$ cat src/rtl/pc_ctrl_pkg.sv
// Shared types and constants for the program-counter controller.
package pc_ctrl_pkg;

    // Width of exception cause codes handed to the CSR file
    localparam int CAUSE_W = 4;

    // Cause code for an instruction-address-misaligned exception
    localparam logic [CAUSE_W-1:0] EXC_INST_MISALIGNED = 4'd0;

    // Controller sequencing states
    typedef enum logic [1:0] {
        BOOT  = 2'd0,
        FETCH = 2'd1,
        EXEC  = 2'd2
    } state_t;

endpackage

$ cat src/rtl/pc_redirect_mux.sv
// Next-PC selection for a committing instruction: applies the redirect
// priority (trap, misaligned target, mret, branch, jal, jalr, sequential)
// and flags exceptions together with their cause and tval.
module pc_redirect_mux
    import pc_ctrl_pkg::*;
#(
    parameter int XLEN   = 32,
    parameter int IALIGN = 32
) (
    input  logic [XLEN-1:0]    i_pc,
    input  logic               i_br_taken,
    input  logic [XLEN-1:0]    i_br_target,
    input  logic               i_is_jal,
    input  logic [XLEN-1:0]    i_jal_target,
    input  logic               i_is_jalr,
    input  logic [XLEN-1:0]    i_jalr_target,
    input  logic               i_is_mret,
    input  logic [XLEN-1:0]    i_mepc,
    input  logic               i_trap_req,
    input  logic [CAUSE_W-1:0] i_trap_cause,
    input  logic [XLEN-1:0]    i_trap_tval,
    input  logic [XLEN-1:0]    i_mtvec,
    output logic [XLEN-1:0]    o_next_pc,
    output logic               o_is_exc,
    output logic [CAUSE_W-1:0] o_exc_cause,
    output logic [XLEN-1:0]    o_exc_tval
);

    // Low address bits that must be zero for a legal instruction address
    localparam logic [XLEN-1:0] ALIGN_MASK = (IALIGN == 16) ? XLEN'(1) : XLEN'(3);

    logic [XLEN-1:0] w_trap_vec;
    logic [XLEN-1:0] w_mret_pc;
    logic [XLEN-1:0] w_seq_pc;
    logic [XLEN-1:0] w_tgt;
    logic            w_has_tgt;
    logic            w_misaligned;

    // Direct-mode vector ignores the mode bits; mret and sequential
    // targets are aligned by construction, so they never fault.
    assign w_trap_vec = i_mtvec & ~XLEN'(3);
    assign w_mret_pc  = i_mepc & ~ALIGN_MASK;
    assign w_seq_pc   = i_pc + XLEN'(4);

    // Pick the control-transfer target that would win among br/jal/jalr
    always_comb begin
        w_has_tgt = 1'b1;
        w_tgt     = '0;
        if (i_br_taken) begin
            w_tgt = i_br_target;
        end else if (i_is_jal) begin
            w_tgt = i_jal_target;
        end else if (i_is_jalr) begin
            w_tgt = i_jalr_target & ~XLEN'(1);
        end else begin
            w_has_tgt = 1'b0;
        end
    end

    assign w_misaligned = w_has_tgt && ((w_tgt & ALIGN_MASK) != '0);

    // Resolve the redirect priority; first match wins
    always_comb begin
        o_next_pc   = w_seq_pc;
        o_is_exc    = 1'b0;
        o_exc_cause = '0;
        o_exc_tval  = '0;
        if (i_trap_req) begin
            o_next_pc   = w_trap_vec;
            o_is_exc    = 1'b1;
            o_exc_cause = i_trap_cause;
            o_exc_tval  = i_trap_tval;
        end else if (w_misaligned) begin
            o_next_pc   = w_trap_vec;
            o_is_exc    = 1'b1;
            o_exc_cause = EXC_INST_MISALIGNED;
            o_exc_tval  = w_tgt;
        end else if (i_is_mret) begin
            o_next_pc = w_mret_pc;
        end else if (w_has_tgt) begin
            o_next_pc = w_tgt;
        end
    end

endmodule

$ cat src/rtl/pc_ctrl.sv
// Program-counter controller: owns the architectural PC, issues fetches,
// accepts commits, redirects on control flow and traps, raises exceptions
// toward the CSR file and counts retired instructions.
//
// Handshakes: a transfer happens on a rising edge where valid and ready
// are both high. o_fetch_valid is high for the whole FETCH state and
// o_fetch_pc does not change while it is high; o_commit_ready is high for
// the whole EXEC state. Both are registered and depend on state only, and
// each side ignores the partner's signal outside its own state.
module pc_ctrl
    import pc_ctrl_pkg::*;
#(
    parameter int          XLEN     = 32,
    parameter logic [31:0] PC_START = 32'h8000_0000,
    parameter int          IALIGN   = 32
) (
    input  logic               clk,
    input  logic               rst,
    output logic               o_fetch_valid,
    input  logic               i_fetch_ready,
    output logic [XLEN-1:0]    o_fetch_pc,
    output logic [XLEN-1:0]    o_pc,
    input  logic               i_commit_valid,
    output logic               o_commit_ready,
    input  logic               i_br_taken,
    input  logic [XLEN-1:0]    i_br_target,
    input  logic               i_is_jal,
    input  logic [XLEN-1:0]    i_jal_target,
    input  logic               i_is_jalr,
    input  logic [XLEN-1:0]    i_jalr_target,
    input  logic               i_is_mret,
    input  logic [XLEN-1:0]    i_mepc,
    input  logic               i_trap_req,
    input  logic [CAUSE_W-1:0] i_trap_cause,
    input  logic [XLEN-1:0]    i_trap_tval,
    input  logic [XLEN-1:0]    i_mtvec,
    output logic               o_exc_valid,
    output logic [CAUSE_W-1:0] o_exc_cause,
    output logic [XLEN-1:0]    o_exc_pc,
    output logic [XLEN-1:0]    o_exc_tval,
    output logic [63:0]        o_instret,
    output state_t             o_state
);

    localparam logic [XLEN-1:0] PC_RESET = XLEN'(PC_START);

    state_t             r_state;
    logic [XLEN-1:0]    r_pc;
    logic [63:0]        r_instret;
    logic               r_fetch_valid;
    logic               r_commit_ready;
    logic               r_exc_valid;
    logic [CAUSE_W-1:0] r_exc_cause;
    logic [XLEN-1:0]    r_exc_pc;
    logic [XLEN-1:0]    r_exc_tval;

    logic [XLEN-1:0]    w_next_pc;
    logic               w_is_exc;
    logic [CAUSE_W-1:0] w_exc_cause;
    logic [XLEN-1:0]    w_exc_tval;

    pc_redirect_mux #(
        .XLEN   (XLEN),
        .IALIGN (IALIGN)
    ) u_redirect (
        .i_pc          (r_pc),
        .i_br_taken    (i_br_taken),
        .i_br_target   (i_br_target),
        .i_is_jal      (i_is_jal),
        .i_jal_target  (i_jal_target),
        .i_is_jalr     (i_is_jalr),
        .i_jalr_target (i_jalr_target),
        .i_is_mret     (i_is_mret),
        .i_mepc        (i_mepc),
        .i_trap_req    (i_trap_req),
        .i_trap_cause  (i_trap_cause),
        .i_trap_tval   (i_trap_tval),
        .i_mtvec       (i_mtvec),
        .o_next_pc     (w_next_pc),
        .o_is_exc      (w_is_exc),
        .o_exc_cause   (w_exc_cause),
        .o_exc_tval    (w_exc_tval)
    );

    // Sequencing FSM with registered handshake outputs, PC, retire counter
    // and the one-cycle exception report
    always_ff @(posedge clk) begin
        if (rst) begin
            r_state        <= BOOT;
            r_pc           <= PC_RESET;
            r_instret      <= '0;
            r_fetch_valid  <= 1'b0;
            r_commit_ready <= 1'b0;
            r_exc_valid    <= 1'b0;
            r_exc_cause    <= '0;
            r_exc_pc       <= '0;
            r_exc_tval     <= '0;
        end else begin
            r_exc_valid <= 1'b0;
            case (r_state)
                BOOT: begin
                    r_state        <= FETCH;
                    r_fetch_valid  <= 1'b1;
                    r_commit_ready <= 1'b0;
                end
                FETCH: begin
                    if (i_fetch_ready) begin
                        r_state        <= EXEC;
                        r_fetch_valid  <= 1'b0;
                        r_commit_ready <= 1'b1;
                    end
                end
                EXEC: begin
                    if (i_commit_valid) begin
                        r_state        <= FETCH;
                        r_fetch_valid  <= 1'b1;
                        r_commit_ready <= 1'b0;
                        r_pc           <= w_next_pc;
                        if (w_is_exc) begin
                            r_exc_valid <= 1'b1;
                            r_exc_cause <= w_exc_cause;
                            r_exc_pc    <= r_pc;
                            r_exc_tval  <= w_exc_tval;
                        end else begin
                            r_instret <= r_instret + 64'd1;
                        end
                    end
                end
                default: begin
                    r_state        <= BOOT;
                    r_fetch_valid  <= 1'b0;
                    r_commit_ready <= 1'b0;
                end
            endcase
        end
    end

    assign o_fetch_valid  = r_fetch_valid;
    assign o_fetch_pc     = r_pc;
    assign o_pc           = r_pc;
    assign o_commit_ready = r_commit_ready;
    assign o_exc_valid    = r_exc_valid;
    assign o_exc_cause    = r_exc_cause;
    assign o_exc_pc       = r_exc_pc;
    assign o_exc_tval     = r_exc_tval;
    assign o_instret      = r_instret;
    assign o_state        = r_state;

endmodule
$ cat config.mk
export PLATFORM = sky130hd
export DESIGN_NAME = pc_ctrl
export DESIGN_NICKNAME = d
export VERILOG_FILES = /design/src/rtl/pc_ctrl_pkg.sv /design/src/rtl/pc_redirect_mux.sv /design/src/rtl/pc_ctrl.sv
export SDC_FILE = /design/constraint.sdc
export NUM_CORES = 1
export LEC_CHECK = 0
export CORE_AREA = 2 2 156 158
export CTS_CLUSTER_SIZE = 40
export DETAILED_ROUTE_END_ITERATION = 6
export DIE_AREA = 0 0 158 160
export GPL_TIMING_DRIVEN = 0
export PLACE_DENSITY_LB_ADDON = 0.1
export SYNTH_ARGS = -nofsm -noshare
export SYNTH_HDL_FRONTEND = slang
export SYNTH_SLANG_ARGS = --single-unit
$ cat constraint.sdc
create_clock -name clk -period 2.7 [get_ports clk]
set_input_delay 0.54 -clock clk [delete_from_list [all_inputs] [get_ports clk]]
set_output_delay 0.54 -clock clk [all_outputs]
set_load 0.02 [all_outputs]
# Yosys cells after proc, flatten, opt, wreduce, memory -nomap -nowiden
# Index checks and enable logic that the tools add are counted.
# op_classes
addsub	2
eq_ne	4
n_mux	25
bitwise_logic	3
n_reduce_logical	8
# ops
cell	count
$mux 32	9
$add 64x1->64 const B	1
$add 32x3->32 const B	1
$reduce_bool 32->1	1
$mux 1	10
$pmux 2 s3	1
$reduce_and 3->1	2
$mux 2	2
$mux 4	1
$ne 2x2->1 const B	2
$reduce_and 2->1	2
$not 1->1	3
$pmux 1 s3	1
$reduce_or 3->1	1
$eq 2x1->1 const B	1
$eq 2x2->1 const B	1
$logic_not 2->1	1
$pmux 1 s2	1
$logic_and 1x1->1	1
# word_totals
register_bits	169
in_bits	205

# Logic depth before layout (Yosys ltp)
# depth
word_depth	9
mapped_depth	8
ltp_nobuf	6

# By module
# A second synthesis with hierarchy kept.
# unflattened
cells_unflattened	1316
hier_area_um2	9669.3
# modules_own_cells
mod	instances	cells_per_inst	area_each_um2	seq_area_each_um2
pc_ctrl	1	857	6939.2	3363.2
pc_redirect_mux	1	459	2730.1	0.0

# Least setup slack after synthesis
# OpenSTA, ideal clock, no wires.
# synth_path
kind	register to register
startpoint	register r_instret[0], in the netlist o_instret[0]
endpoint	register r_instret[62], in the netlist o_instret[62]
setup_time_ns	0.071
arrival_time_ns	2.186
setup_slack_ns	0.444
path_stages_with_launch	8
n_path_buf	1
period_less_slack_ns	2.256
path_cell_list	dfxtp_1 > ha_1 > nand4_1 > nor4_1 > nand4_2 > buf_6 > or4_1 > a21oi_1
# synth_between
elab_chain_len	1
# synth_rtl
element	line_no	source
from (decl)	pc_ctrl.sv:49	logic [63:0] r_instret;
from (signal assigned)	pc_ctrl.sv:125	r_instret <= r_instret + 64'd1;
$add 64x1->64	pc_ctrl.sv:125	
# No other way between the ends.
# A chain may end at the register's enable or synchronous reset.

# Worst setup path in the final report
# layout_path
startpoint	input port i_is_jalr
endpoint	register r_pc[19], in the netlist o_fetch_pc[19]
# layout_between
elab_chain_len	7
elab_cells_between_ends	12
cone_classes	mux (10); reduce/logical (2)
# layout_rtl
element	line_no	source
from (decl)	pc_ctrl.sv:29	input logic i_is_jalr,
$mux 32 / $mux 1 (equally long branches)	pc_redirect_mux.sv:53	end else if (i_is_jalr) begin
$mux 32 / $mux 1 (equally long branches)	pc_redirect_mux.sv:51	end else if (i_is_jal) begin
$mux 32 / $mux 1 (equally long branches)	pc_redirect_mux.sv:49	if (i_br_taken) begin
$reduce_bool 32->1 / $mux 32 (equally long branches)	pc_redirect_mux.sv:60, pc_redirect_mux.sv:80	
$logic_and 1x1->1 / $mux 32 (equally long branches)	pc_redirect_mux.sv:60, pc_redirect_mux.sv:78	
$mux 32 *	pc_redirect_mux.sv:73	end else if (w_misaligned) begin
$mux 32 *	pc_redirect_mux.sv:68	if (i_trap_req) begin
to (signal assigned)	pc_ctrl.sv:118	r_pc <= w_next_pc;
to (decl)	pc_ctrl.sv:48	logic [XLEN-1:0] r_pc;
# Every way passes the cells marked *; elsewhere a longest branch is shown, timed or not.

==> impl_metrics.tcl <==
set metrics [dict create \
    status "completed" \
    grt_max_degree 18 \
    clkLatencyLatePin_ps 430 \
    clkSlewWorstSetupHoldPaths_ps 70 \
    grt_pass1_wl_um 64100 \
    power.density_nw_per_um2 404 \
    use_met3_pct 6.68 \
    via_per_inst 5.85 \
    cts_buffer_depth 2 \
    place_hpwl_um 33600 \
    syn_avg_cell_area_um2 7.74 \
    path_class "in -> reg" \
    grt_pass1_vias 10700 \
    gp_congestion 0.921 \
    antenna_found_initial 9 \
    synth_edf_count 0 \
    synth-main-ff-cell "dfxtp_1" \
    crit_fanout 10 \
    max_freq_mhz 383 \
    die_width_um 158 \
    dr.pass1.iters 6 \
    drive_gt1_share_pct 8.17 \
    whs_ps 456 \
    finalMaxSlewViolations 0 \
    ys_warn_count 0 \
    placed_area_um2 13800 \
    final_antenna_net_count 0 \
    final_util_pct 60.9 \
    grt_use_met2_pct 55.3 \
    layout.nets 1846 \
    stdcell_area_um2 14500 \
    rsz0062_at_grt "yes" \
    fillers 2236 \
    worst_setup_path_start_kind "primary input" \
    num_rows 57 \
    drc 0 \
    arrival_ps 2950 \
    hold_buffers 0 \
    synth.distinct_cells 68 \
    num_vias 11600 \
    busiest_layer "met2" \
    cts_max_level 4 \
    synth_area_um2 9440 \
    cts_inserted_buffers 17 \
    avgRoutedWirePerCell_um 21.9 \
    hold_class "reg -> reg" \
    die_h_um 160 \
    irDropWorstVdd_v 0.000370 \
    overflow 0 \
    grtUsageMet1_pct 40.8 \
    async_flop_share_pct 0 \
    grtUsageTotal_pct 33.0 \
    worst_slew_pin_slew_ps 984 \
    clkSinkCount 167 \
    portBuffers 398 \
    core-area_um2 23800 \
    syn_nets 1427 \
    drt_iter0_markers 995 \
    setup_viol 0 \
    hold_viol_final 0 \
    relSlewSlack_pct 32.7 \
    io_pins 406 \
    fin_crit_sh_pct 96.7 \
    synthCells 1220 \
    skew_ps 11.5 \
    regArea_um2 3340 \
    cts_root_buf "clkbuf_16" \
    multi_input_area_um2 5420 \
    fin_crit_ps 2610 \
    wl_um 43400 \
    syn_to_final_growth_pct 53.7 \
    initial_core_util_pct 39.6 \
    cap_violations 0 \
    die_area_um2 25300 \
    end_kind "flip-flop" \
    static-leakage-power_nw 4.80 \
    cts_tree "yes" \
    ys_seq_area_share_pct 35.4 \
    ys_ff_latch 167 \
    power_mw 5.86 \
    crit_required_ps 3040 \
]
layout make-up:
class	instances	share of cell area [%]
timing repair buffer	400	27.6
antenna	5	0.0862
sequential	167	23.0
clock inverter	14	0.940
clock buffer	18	3.03
buffer	134	4.70
inverter	19	0.492
multi-input combinational	900	37.4
tap	324	2.79
cells in the final DEF (no fill, tap or decap), drive strengths merged, types with 10 or more instances in the layout:
cell           count
nand3             33
a221oi            37
a21oi             90
and3              12
a31oi             10
buf               56
a211oi            20
clkdlybuf4s50    397
clkbuf            98
nor3              45
and4              11
or3               17
o31ai             26
inv               25
o32ai             12
nand2            146
and2              14
nand4             38
nor4              36
a22oi             39
nor2             105
o21ai             58
dfxtp            167
xnor2             26
or4               28
registers in the layout, indices dropped and copies added (netlist names):
register     count
o_exc_tval      32
o_exc_cause      4
o_state          2
o_exc_pc        32
o_exc_valid      1
o_instret       64
o_fetch_pc      32
report_power, final:
part           internal, mW  total (mW)  switching, mW
Combinational         0.447       0.903          0.456
Sequential             2.49        2.52         0.0354
Clock                  1.25        2.44           1.19
Total                  4.18        5.86           1.68
per-stage QoR:
| stage | std cells | setup WS (ps) | TNS (ps) |
|---|---|---|---|
| final | 1981 | 88.9 | 0 |
| after global routing | 1979 | -0.472 | -0.472 |
| after CTS | 1976 | 4.03 | 0 |
| after detailed placement | 1942 | -1020 | -102190 |
| after global placement | 1942 | -926 | -93850 |
| after floorplan | 1220 | 444 | 0 |
cell usage after synthesis, drive strengths merged (11+ instances only):
cell type | count | area share, %
nand2 | 146 | 5.8
and2 | 14 | 0.93
o32ai | 12 | 1.1
a211oi | 20 | 1.6
o21ai | 58 | 3.1
o31ai | 26 | 2.1
a22oi | 39 | 3.1
xnor2 | 26 | 2.4
dfxtp | 167 | 35
and4 | 11 | 1.0
inv | 18 | 0.72
nor3 | 45 | 2.6
and3 | 12 | 0.80
or3 | 17 | 1.1
nor2 | 105 | 4.2
or4 | 28 | 2.2
nand3 | 33 | 1.8
buf | 54 | 3.8
a21oi | 90 | 4.8
nor4 | 36 | 2.8
nand4 | 38 | 2.7
clkbuf | 80 | 3.2
a221oi | 37 | 3.4
critical path, cell delays in order:
cell             delay (ps)
clkdlybuf4s50_1         480
clkbuf_2                270
nor2b_1                 160
buf_2                   220
clkbuf_2                320
a22oi_1                 160
o21ai_1                 380
nor3_1                  150
a211oi_1                270
routing by layer:
metal  routed length [um]  up-vias
li1                     -     5375
met1                17000     5493
met2                20600      597
met3                 3890      112
met4                 1920        4
met5                   24        -
cell families (layout without fill, tap and decap cells):
logic type                 Yosys count  in the layout  synth area share, %
muxes                               12             12                 1.35
adders and majority gates            2              2                0.265
other                                0              5                    0
DFF                                167            167                 35.4
xor gates and xnor gates            33             33                 3.06
buffers and inverters              153            585                 7.73
AOI/OAI and AO/OA                  335            335                 23.7
and+or+nand+nor                    518            518                 28.5
final timing paths:
check	startpoint	slack [ps]	cells after the start	endpoint
worst max-delay path	i_is_jalr	90	9	o_fetch_pc[19]
worst max register to register	o_fetch_pc[4]	180	7	o_fetch_pc[29]
worst min register to register	o_exc_pc[1]	460	2	o_exc_pc[1]
worst min-delay path	o_exc_pc[1]	460	2	o_exc_pc[1]
timing repair:
| action | 4_1_cts | 5_1_grt |
|---|---|---|
| gates resized for setup | 22 | 23 |
| pin swaps | 1 | 1 |
| setup buffers | 2 | 0 |
| setup endpoints to repair | 125 | 85 |
No activity file was read; power rests on OpenSTA's default activity.
